[src/rtl/pipe_pkg.sv]
// Shared definitions for the pipeline hazard controller.
//
// Holds the per-stage tag type carried down the result-holding stages,
// the default parameter values used by pipe_hazard_ctrl, and the
// forwarding-select code that means "read the register file".
package pipe_pkg;

    localparam int DEF_STAGES     = 3;
    localparam int DEF_REG_AW     = 5;
    localparam int DEF_LOAD_STAGE = 2;
    localparam int DEF_CNT_W      = 16;

    // Widest register number a tag can carry. Narrower REG_AW values
    // are zero-extended into this field, so comparisons stay exact.
    localparam int TAG_RN_W = 8;

    // Forwarding select value meaning "no in-flight producer".
    localparam int FWD_RF = 0;

    typedef struct packed {
        logic                valid;
        logic [TAG_RN_W-1:0] rn;
        logic                wreg;
        logic                m2reg;
    } stage_tag_t;

    localparam stage_tag_t TAG_EMPTY = '0;

endpackage

[src/rtl/pipe_tag_reg.sv]
// One stage tag register of the hazard controller.
//
// Ports:
//   i_clk     clock, rising edge
//   i_rst     asynchronous active-high reset, clears the tag
//   i_hold    keep the current tag (highest priority after reset)
//   i_bubble  load an empty tag (valid=0)
//   i_load    load i_tag
//   i_tag     tag arriving from the previous stage / decode
//   o_tag     current tag
module pipe_tag_reg
    import pipe_pkg::*;
(
    input  logic       i_clk,
    input  logic       i_rst,
    input  logic       i_hold,
    input  logic       i_bubble,
    input  logic       i_load,
    input  stage_tag_t i_tag,
    output stage_tag_t o_tag
);

    stage_tag_t r_tag;

    always_ff @(posedge i_clk or posedge i_rst) begin
        if (i_rst) begin
            r_tag <= TAG_EMPTY;
        end else if (i_hold) begin
            r_tag <= r_tag;
        end else if (i_bubble) begin
            r_tag <= TAG_EMPTY;
        end else if (i_load) begin
            r_tag <= i_tag;
        end
    end

    assign o_tag = r_tag;

endmodule

[src/rtl/pipe_hazard_ctrl.sv]
// Pipeline hazard controller: tracks the destination tags of the
// instructions in the STAGES result-holding stages after decode,
// selects forwarding sources for the two decode operands, detects
// load-use hazards, and generates stall / flush / freeze controls.
//
// Ports:
//   i_clk, i_rst               clock, asynchronous active-high reset
//   i_id_valid                 decode holds a real instruction
//   i_id_rs, i_id_rt           source register numbers
//   i_id_use_rs, i_id_use_rt   source is actually read
//   i_id_rn                    destination register
//   i_id_wreg, i_id_m2reg      writes a register / result from memory
//   i_branch_taken             decode redirects the fetch stream
//   i_mc_busy                  multi-cycle unit freezes the whole pipe
//   o_wpcir                    PC and IF/ID write enable
//   o_id_bubble                ID/EXE loads a bubble
//   o_if_flush                 IF/ID loads a bubble
//   o_fwd_a, o_fwd_b           0 = register file, k = result of stage k
//   o_stage_valid              valid bit of each tracked stage (bit 0 = stage 1)
//   o_stall_cnt, o_flush_cnt   saturating load-use stall / flush counters
module pipe_hazard_ctrl
    import pipe_pkg::*;
#(
    parameter int STAGES     = DEF_STAGES,
    parameter int REG_AW     = DEF_REG_AW,
    parameter int LOAD_STAGE = DEF_LOAD_STAGE,
    parameter int CNT_W      = DEF_CNT_W
) (
    input  logic                         i_clk,
    input  logic                         i_rst,
    input  logic                         i_id_valid,
    input  logic [REG_AW-1:0]            i_id_rs,
    input  logic [REG_AW-1:0]            i_id_rt,
    input  logic                         i_id_use_rs,
    input  logic                         i_id_use_rt,
    input  logic [REG_AW-1:0]            i_id_rn,
    input  logic                         i_id_wreg,
    input  logic                         i_id_m2reg,
    input  logic                         i_branch_taken,
    input  logic                         i_mc_busy,
    output logic                         o_wpcir,
    output logic                         o_id_bubble,
    output logic                         o_if_flush,
    output logic [$clog2(STAGES+1)-1:0]  o_fwd_a,
    output logic [$clog2(STAGES+1)-1:0]  o_fwd_b,
    output logic [STAGES-1:0]            o_stage_valid,
    output logic [CNT_W-1:0]             o_stall_cnt,
    output logic [CNT_W-1:0]             o_flush_cnt
);

    localparam int FWD_W = $clog2(STAGES + 1);

    // Index 0 holds stage 1 (EXE), index STAGES-1 the top stage.
    stage_tag_t        w_tag_q [STAGES];
    stage_tag_t        w_tag_d [STAGES];
    stage_tag_t        w_dec_tag;

    logic [TAG_RN_W-1:0] w_rs_ext;
    logic [TAG_RN_W-1:0] w_rt_ext;
    logic [STAGES-1:0]   w_hit_a;
    logic [STAGES-1:0]   w_hit_b;
    logic [STAGES-1:0]   w_bubble;
    logic [FWD_W-1:0]    w_fwd_a;
    logic [FWD_W-1:0]    w_fwd_b;
    logic                w_lu_a;
    logic                w_lu_b;
    logic                w_load_use;
    logic                w_stall;
    logic                w_flush;

    logic [CNT_W-1:0]    r_stall_cnt;
    logic [CNT_W-1:0]    r_flush_cnt;

    assign w_rs_ext = TAG_RN_W'(i_id_rs);
    assign w_rt_ext = TAG_RN_W'(i_id_rt);

    // The decode tag only claims a write when the instruction is real,
    // so a squashed slot can never become a forwarding source.
    always_comb begin
        w_dec_tag       = TAG_EMPTY;
        w_dec_tag.valid = i_id_valid;
        w_dec_tag.rn    = TAG_RN_W'(i_id_rn);
        w_dec_tag.wreg  = i_id_wreg & i_id_valid;
        w_dec_tag.m2reg = i_id_m2reg & i_id_valid;
    end

    // Only stage 1 ever receives a load-use bubble; deeper stages keep
    // shifting so the producing load drains toward its forwarding point.
    assign w_bubble = {{(STAGES-1){1'b0}}, w_stall};

    genvar gi;
    generate
        for (gi = 0; gi < STAGES; gi++) begin : g_stage
            if (gi == 0) begin : g_head
                assign w_tag_d[gi] = w_dec_tag;
            end else begin : g_body
                assign w_tag_d[gi] = w_tag_q[gi-1];
            end

            pipe_tag_reg u_tag (
                .i_clk    (i_clk),
                .i_rst    (i_rst),
                .i_hold   (i_mc_busy),
                .i_bubble (w_bubble[gi]),
                .i_load   (~i_mc_busy),
                .i_tag    (w_tag_d[gi]),
                .o_tag    (w_tag_q[gi])
            );

            // Register 0 is hard-wired and never forwarded.
            assign w_hit_a[gi] = i_id_use_rs && (w_rs_ext != '0)
                              && w_tag_q[gi].valid && w_tag_q[gi].wreg
                              && (w_tag_q[gi].rn == w_rs_ext);
            assign w_hit_b[gi] = i_id_use_rt && (w_rt_ext != '0)
                              && w_tag_q[gi].valid && w_tag_q[gi].wreg
                              && (w_tag_q[gi].rn == w_rt_ext);

            assign o_stage_valid[gi] = w_tag_q[gi].valid;
        end
    endgenerate

    // Youngest producer wins: scan from the top stage down so the
    // lowest-numbered matching stage is the last to overwrite.
    always_comb begin
        w_fwd_a = FWD_W'(FWD_RF);
        w_fwd_b = FWD_W'(FWD_RF);
        w_lu_a  = 1'b0;
        w_lu_b  = 1'b0;
        for (int k = STAGES - 1; k >= 0; k--) begin
            if (w_hit_a[k]) begin
                w_fwd_a = FWD_W'(k + 1);
                w_lu_a  = w_tag_q[k].m2reg && ((k + 1) < LOAD_STAGE);
            end
            if (w_hit_b[k]) begin
                w_fwd_b = FWD_W'(k + 1);
                w_lu_b  = w_tag_q[k].m2reg && ((k + 1) < LOAD_STAGE);
            end
        end
    end

    assign w_load_use = w_lu_a | w_lu_b;

    // Freeze beats load-use, load-use beats the branch flush: a branch
    // decided on stale operands must wait until the stall clears.
    assign w_stall = ~i_mc_busy & w_load_use;
    assign w_flush = ~i_mc_busy & ~w_load_use & i_branch_taken;

    // Reset overrides everything so fetch is released while reset is held.
    assign o_wpcir     = i_rst | ~(i_mc_busy | w_load_use);
    assign o_id_bubble = ~i_rst & w_stall;
    assign o_if_flush  = ~i_rst & w_flush;
    assign o_fwd_a     = w_fwd_a;
    assign o_fwd_b     = w_fwd_b;

    always_ff @(posedge i_clk or posedge i_rst) begin
        if (i_rst) begin
            r_stall_cnt <= '0;
            r_flush_cnt <= '0;
        end else begin
            if (w_stall && (r_stall_cnt != '1)) begin
                r_stall_cnt <= r_stall_cnt + CNT_W'(1);
            end
            if (w_flush && (r_flush_cnt != '1)) begin
                r_flush_cnt <= r_flush_cnt + CNT_W'(1);
            end
        end
    end

    assign o_stall_cnt = r_stall_cnt;
    assign o_flush_cnt = r_flush_cnt;

endmodule

[config.mk]
export PLATFORM = sky130hd
export DESIGN_NAME = pipe_hazard_ctrl
export DESIGN_NICKNAME = d
export VERILOG_FILES = /design/src/rtl/pipe_pkg.sv /design/src/rtl/pipe_tag_reg.sv /design/src/rtl/pipe_hazard_ctrl.sv
export SDC_FILE = /design/constraint.sdc
export NUM_CORES = 1
export LEC_CHECK = 0
export CORE_UTILIZATION = 50
export DETAILED_ROUTE_END_ITERATION = 10
export PLACE_DENSITY = 0.83
export RECOVER_POWER = 50
export SYNTH_ARGS = -nofsm -noshare
export SYNTH_HDL_FRONTEND = slang
export SYNTH_SLANG_ARGS = --single-unit
export TNS_END_PERCENT = 20
[constraint.sdc]
create_clock -name i_clk -period 3.2 [get_ports i_clk]
set_input_delay 0.64 -clock i_clk [delete_from_list [all_inputs] [get_ports i_clk]]
set_output_delay 0.64 -clock i_clk [all_outputs]
set_load 0.03 [all_outputs]
==> impl_metrics.csv, run 1 <==
group,metric,value,unit
logic_synthesis,syn_area,2920,sq um
worst_setup_path,cpPeakStageDelay,0.55,ns
clocking,ctsRootBufferMaster,"clkbuf_8",
worst_setup_path,startpoint_type,"input port",
timing,period_needed,3.14,ns
place,io_buffer_count,65,
place,gp_congestion,0.853,
worst_setup_path,crit_top_cell,"o21ai_4",
place,placed_area,3700,sq um
finish,layout_common_cells,"dfrtp_1, clkdlybuf4s50_1, xnor2_1, nand2_1",
logic_synthesis,synthCells,273,
timing,min_period_over_period,0.980,
timing,setup_viol,0,
logic_synthesis,syn-num-nets,299,
timing,clock.fmax,319,MHz
finish,area_growth,32.4,%
worst_setup_path,worstPathRequired,2.56,ns
hold_path,min_path_type,"reg2reg",
detailed_routing,wl,6.55,mm
worst_setup_path,crit_path_top_delay_cell,"or4_4",
detailed_routing,via_per_inst,5.33,
clocking,cts.sinks,54,
timing,drv_slew,0,
finish,diodes,0,
timing,worstMarginPinSlew,0.892,ns
die,die_y,78.4,um
power,power_frac_clock,0.262,
global_routing,grt_max_degree,38,
clocking,cts_buffers,5,
timing,worst_slack,0.0634,ns
clocking,cts_hold_buf,0,
global_routing,first_global_vias,2252,
detailed_routing,drc,0,
finish,finish.instance_area,3860,sq um
die,die_w,78.4,um
worst_setup_path,worst_setup_path_end_kind,"primary output",
logic_synthesis,ys_ff_latch,54,
detailed_routing,wire_per_inst,15.4,um
logic_synthesis,ys_warn_count,0,
global_routing,track_usage,0.228,
finish,drive_above_1_share,0.176,
detailed_routing,vias,2261,
power,switchingPower,0.516,mW
finish,fin_util,0.693,
die,rows,27,
global_routing,antenna_found_initial,0,
timing,hold_viol,0,
die,coreArea,5570,sq um
worst_setup_path,critical_path_class,"in2out",
clocking,cts_tree,"done",
worst_setup_path,cp_max_fo,6,
logic_synthesis,ys.flop_type,"dfrtp_1",
clocking,cts_max_path_buffers,2,
logic_synthesis,synthArstFlopShare,1.00,
run,maxCapViolCount,0,
worst_setup_path,worstPathArrival,2.50,ns
detailed_routing,first_pass_iters,4,
finish,nNetsFinal,378,
power,vdd_drop_max,441,uV
logic_synthesis,yosysSeqAreaShare,0.463,
place,post-place-ws,-0.0522,ns
power,leakage,1.72,nW
power,p_comb_frac,0.254,
clocking,worstSkewPairLatency,0.30,ns
timing,skew,0.00673,ns
finish,layout_commonest_cell,"dfrtp_1",
power,internal_power,1.22,mW
detailed_routing,ant_nets,0,
worst_setup_path,path_cells,"clkdlybuf4s50_1 > or4_4 > o21ai_4 > nor4_4 > o21ai_4 > and3_4 > buf_6",
logic_synthesis,synth_cell_types,36,
power,p_sw_frac,0.297,
die,ioPinCount,66,
global_routing,grt-ovfl-total,0,
logic_synthesis,synth-edff-count,0,
detailed_routing,drtIter0Drc,116,
clocking,clk_pin_slew,0.08,ns
logic_synthesis,synth.avg_cell_area,10.7,sq um
power,seq_power_share,0.484,
power,power_density,450,nW/um^2
place,hpwl,4.87,mm
die,start_util,0.523,
clocking,htree_num_levels,2,
run_status,status,"finished clean",
die,dieArea,6140,sq um
timing,rsz0062_at_grt,"false",
global_routing,grt_pass1_wl,10.8,mm
timing,relSlewSlack,0.405,
[through the flow]
| step | power [mW] | cells | TNS, ns | hold WS [ns] |
|---|---|---|---|---|
| after floorplan | 1.11 | 273 | 0 | 0.470 |
| after global placement | 1.29 | 415 | -0.0134 | 0.483 |
| after detailed placement | 1.30 | 415 | -0.0688 | 0.488 |
| after CTS | 1.76 | 424 | 0 | 0.505 |
| after global routing | 1.83 | 424 | 0 | 0.515 |
| final | 1.74 | 424 | 0 | 0.500 |
[layout make-up]
| cell class | instances | area [sq um] |
|---|---|---|
| tap | 72 | 90.1 |
| clock buffer | 6 | 82.6 |
| multi-input combinational | 201 | 1500 |
| timing repair buffer | 82 | 781 |
| clock inverter | 1 | 30.0 |
| inverter | 8 | 30.0 |
| sequential | 54 | 1350 |
| fill | 444 | 1710 |
[logic make-up (layout without fill, tap and decap cells)]
logic type	Yosys count	in the layout	share of synthesized area
simple gates	105	105	0.212
compound gates	20	20	0.0468
mux	16	16	0.0618
fa+ha+maj	2	2	0.00858
xor+xnor	58	58	0.174
flops	54	54	0.463
buf+inv	18	97	0.0335
[state kept, by name (all words and copies together) (netlist names)]
| register | cells |
|---|---|
| o_stall_cnt | 16 |
| g_stage.u_tag.o_tag | 22 |
| o_flush_cnt | 16 |
[cell usage after synthesis (3+ instances only)]
cell	n	area, sq um
xnor2_1	39	342
or4_1	5	37.5
inv_1	8	30.0
dfrtp_1	54	1350
nand3_1	13	65.1
buf_4	4	30.0
and3_1	9	56.3
nor2_1	8	30.0
mux2_2	16	180
o21ai_0	7	35.0
nor4_1	3	18.8
a21oi_1	6	30.0
nor3_1	8	40.0
clkbuf_1	4	15.0
nand2_1	27	101
nand4_1	16	100
xor2_1	19	166
[critical path, delay by kind of cell]
| family | cells | cell delay (ns) |
|---|---|---|
| simple gates | 3 | 0.85 |
| buf+inv | 2 | 0.56 |
| compound gates | 2 | 0.44 |
[repair_timing]
| item | 4_1_cts | 5_1_grt |
|---|---|---|
| endpoints found under the setup margin | 2 | 4 |
| setup buffers | 2 | 0 |
| pin swaps | 1 | 5 |
| gates resized for setup | 2 | 11 |
[final timing paths]
kind                                                  startpoint                                     to  slack (ns)  cells after the start
min in group asynchronous                                  i_rst            o_stall_cnt[15]$_DFFE_PP0P_        0.91                      2
max reg2reg                g_stage[0].u_tag.o_tag[5]$_DFFE_PP0N_             o_flush_cnt[1]$_DFFE_PP0P_        0.94                      8
max                                                   i_id_rs[1]                             o_if_flush        0.06                      7
min                                   o_flush_cnt[9]$_DFFE_PP0P_             o_flush_cnt[9]$_DFFE_PP0P_        0.50                      1
max in group asynchronous                                  i_rst  g_stage[1].u_tag.o_tag[6]$_DFFE_PP0N_        0.96                      3
min reg2reg                           o_flush_cnt[9]$_DFFE_PP0P_             o_flush_cnt[9]$_DFFE_PP0P_        0.50                      1
[metal layers]
metal	vias up	part of all wire	GRT usage
met3	11	0.045	0.0488
li1	1103	-	-
met2	51	0.49	0.371
met4	0	0.015	0.0630
met1	1096	0.45	0.308
met5	-	0	0
[power groups by stage]
stage | sequential, mW | combinational, mW | clock, mW
after global routing | 0.857 | 0.474 | 0.495
after global placement | 0.852 | 0.433 | 0
after floorplan | 0.913 | 0.202 | 0
after CTS | 0.844 | 0.448 | 0.467
after detailed placement | 0.855 | 0.444 | 0
final | 0.841 | 0.441 | 0.456
No activity file was read; power rests on OpenSTA's default activity.
==> run 2, diff against run 1 <==
--- a/config.mk
+++ b/config.mk
@@ -5,9 +5,11 @@
 export SDC_FILE = /design/constraint.sdc
 export NUM_CORES = 1
 export LEC_CHECK = 0
-export CORE_UTILIZATION = 50
+export CORE_UTILIZATION = 57
 export DETAILED_ROUTE_END_ITERATION = 10
-export PLACE_DENSITY = 0.83
+export DONT_BUFFER_PORTS = 1
+export GPL_TIMING_DRIVEN = 0
+export PLACE_DENSITY = 0.75
 export RECOVER_POWER = 50
 export SYNTH_ARGS = -nofsm -noshare
 export SYNTH_HDL_FRONTEND = slang
==> impl_metrics.csv, run 2 (same netlist as run 1, synthesis figures left out) <==
group,metric,value,unit
clocking,worstSkewPairLatency,0.31,ns
detailed_routing,via_per_inst,5.69,
global_routing,grt_max_degree,38,
place,gp_congestion,0.859,
global_routing,first_global_vias,1963,
power,p_total,1.53,mW
run_status,status,"finished clean",
detailed_routing,drc,0,
timing,drv_slew,0,
clocking,cts_setup_buffers,0,
clocking,cts.sinks,54,
detailed_routing,wl,5.67,mm
worst_setup_path,worstPathArrival,2.47,ns
run,maxCapViolCount,0,
timing,min_period_over_period,0.973,
global_routing,antenna_found_initial,0,
finish,diodes,0,
finish,drive_above_1_share,0.167,
detailed_routing,wire_per_inst,16.2,um
finish,instances_no_fill,349,
clocking,clk_pin_slew,0.10,ns
worst_setup_path,worstPathRequired,2.56,ns
finish,area_growth,7.38,%
place,post-place-ws,-0.0975,ns
timing,period_needed,3.11,ns
clocking,cts_buffers,5,
worst_setup_path,reg2reg_depth,7,
finish,fin_util,0.650,
global_routing,track_usage,0.227,
timing,clock.fmax,321,MHz
hold_path,min_path_type,"in2async",
worst_setup_path,worst_setup_path_end_kind,"primary output",
timing,relSlewSlack,0.481,
power,vdd_drop_max,382,uV
finish,layout_common_cells,"dfrtp_1, xnor2_1, nand2_1, xor2_1",
detailed_routing,vias,1986,
die,coreArea,4820,sq um
timing,worstMarginPinSlew,0.778,ns
finish,largest_reg_flops,22,
die,ioPinCount,66,
timing,hold_ws,0.351,ns
die,die_y,73.5,um
detailed_routing,drtIter0Drc,104,
power,power_density,489,nW/um^2
timing,worst_slack,0.0877,ns
power,leakage,1.36,nW
global_routing,grt-ovfl-total,0,
detailed_routing,first_pass_iters,4,
global_routing,grt_pass1_wl,9.09,mm
timing,skew,0.00830,ns
worst_setup_path,cp_max_fo,10,
worst_setup_path,critical_path_class,"in2out",
place,io_buffer_count,0,
timing,setup_viol,0,
timing,rsz0062_at_grt,"true",
die,rows,25,
detailed_routing,ant_nets,0,
finish,layout_commonest_cell,"dfrtp_1",
clocking,cts_tree,"done",
clocking,cts_max_path_buffers,2,
timing,hold_viol,0,
worst_setup_path,startpoint_type,"input port",
place,hpwl,4.27,mm
die,dieArea,5410,sq um
place,place_inst,341,
clocking,htree_num_levels,2,
die,start_util,0.605,
die,die_w,73.5,um
clocking,ctsRootBufferMaster,"clkbuf_8",
finish,nNetsFinal,307,
==> run 2: cell types whose count changed in the layout (fill, tap and decap cells not counted), moves of 2 or more <==
cell	previous run	this run
dlygate4sd3_1	9	0
buf_4	19	4
clkbuf_1	2	4
clkdlybuf4s50_1	42	0
dlymetal6s2s_1	6	0
==> run 2: path summary, 6_finish.rpt <==
kind | from | end | slack (ns)
setup reg to reg | o_stall_cnt[0]$_DFFE_PP0P_ | o_stall_cnt[1]$_DFFE_PP0P_ | 0.84
hold reg to reg | g_stage[2].u_tag.o_tag[1]$_DFFE_PP0N_ | g_stage[2].u_tag.o_tag[1]$_DFFE_PP0N_ | 0.51
setup / recovery | i_id_rs[1] | o_wpcir | 0.09
max in group asynchronous | i_rst | o_stall_cnt[6]$_DFFE_PP0P_ | 2.19
hold / removal | i_rst | o_flush_cnt[10]$_DFFE_PP0P_ | 0.35
min in group i_clk | i_id_rn[2] | g_stage[0].u_tag.o_tag[4]$_DFFE_PP0N_ | 0.46
==> run 2: through the flow <==
stage                     instance area (sq um)  setup TNS [ns]
after floorplan                            2920               0
after global placement                     3000          -0.613
after detailed placement                   3020         -0.0975
after CTS                                  3120               0
after global routing                       3130        -0.00956
final                                      3130               0
==> run 2: per-layer routing <==
layer | share of wire | GRT usage | vias to the layer above
met1 | 0.47 | 0.295 | 972
met2 | 0.47 | 0.373 | 46
met5 | 0 | 0 | -
li1 | - | - | 961
met4 | 0.012 | 0.0641 | 0
met3 | 0.050 | 0.0631 | 7
==> run 2: layout make-up <==
type | count | area (sq um)
Fill cell | 411 | 1690
Multi-Input combinational cell | 201 | 1490
Sequential cell | 54 | 1350
Tap cell | 67 | 83.8
Clock buffer | 5 | 68.8
Buffer | 10 | 67.6
Inverter | 8 | 30.0
Clock inverter | 3 | 21.3
Timing Repair Buffer | 1 | 20.0
==> run 2: critical path, stage by stage <==
cell and delay [ns]:
or4_1 0.50, o21ai_1 0.30, nor4_4 0.13, o21ai_4 0.32, buf_4 0.26, nand2_1 0.07, nand2_1 0.24
==> run 2: what timing repair did <==
item | 4_1_cts | 5_1_grt
hold buffers | 0 | 0
resized for setup | 1 | 3
cloned | 0 | 0
endpoints found under the setup margin | 1 | 2
==> run 2: report_power, final <==
| group | switching (mW) | total (mW) | internal, mW |
|---|---|---|---|
| Combinational | 0.109 | 0.233 | 0.124 |
| Clock | 0.224 | 0.378 | 0.154 |
| Sequential | 0.165 | 0.920 | 0.755 |
| Total | 0.498 | 1.53 | 1.03 |
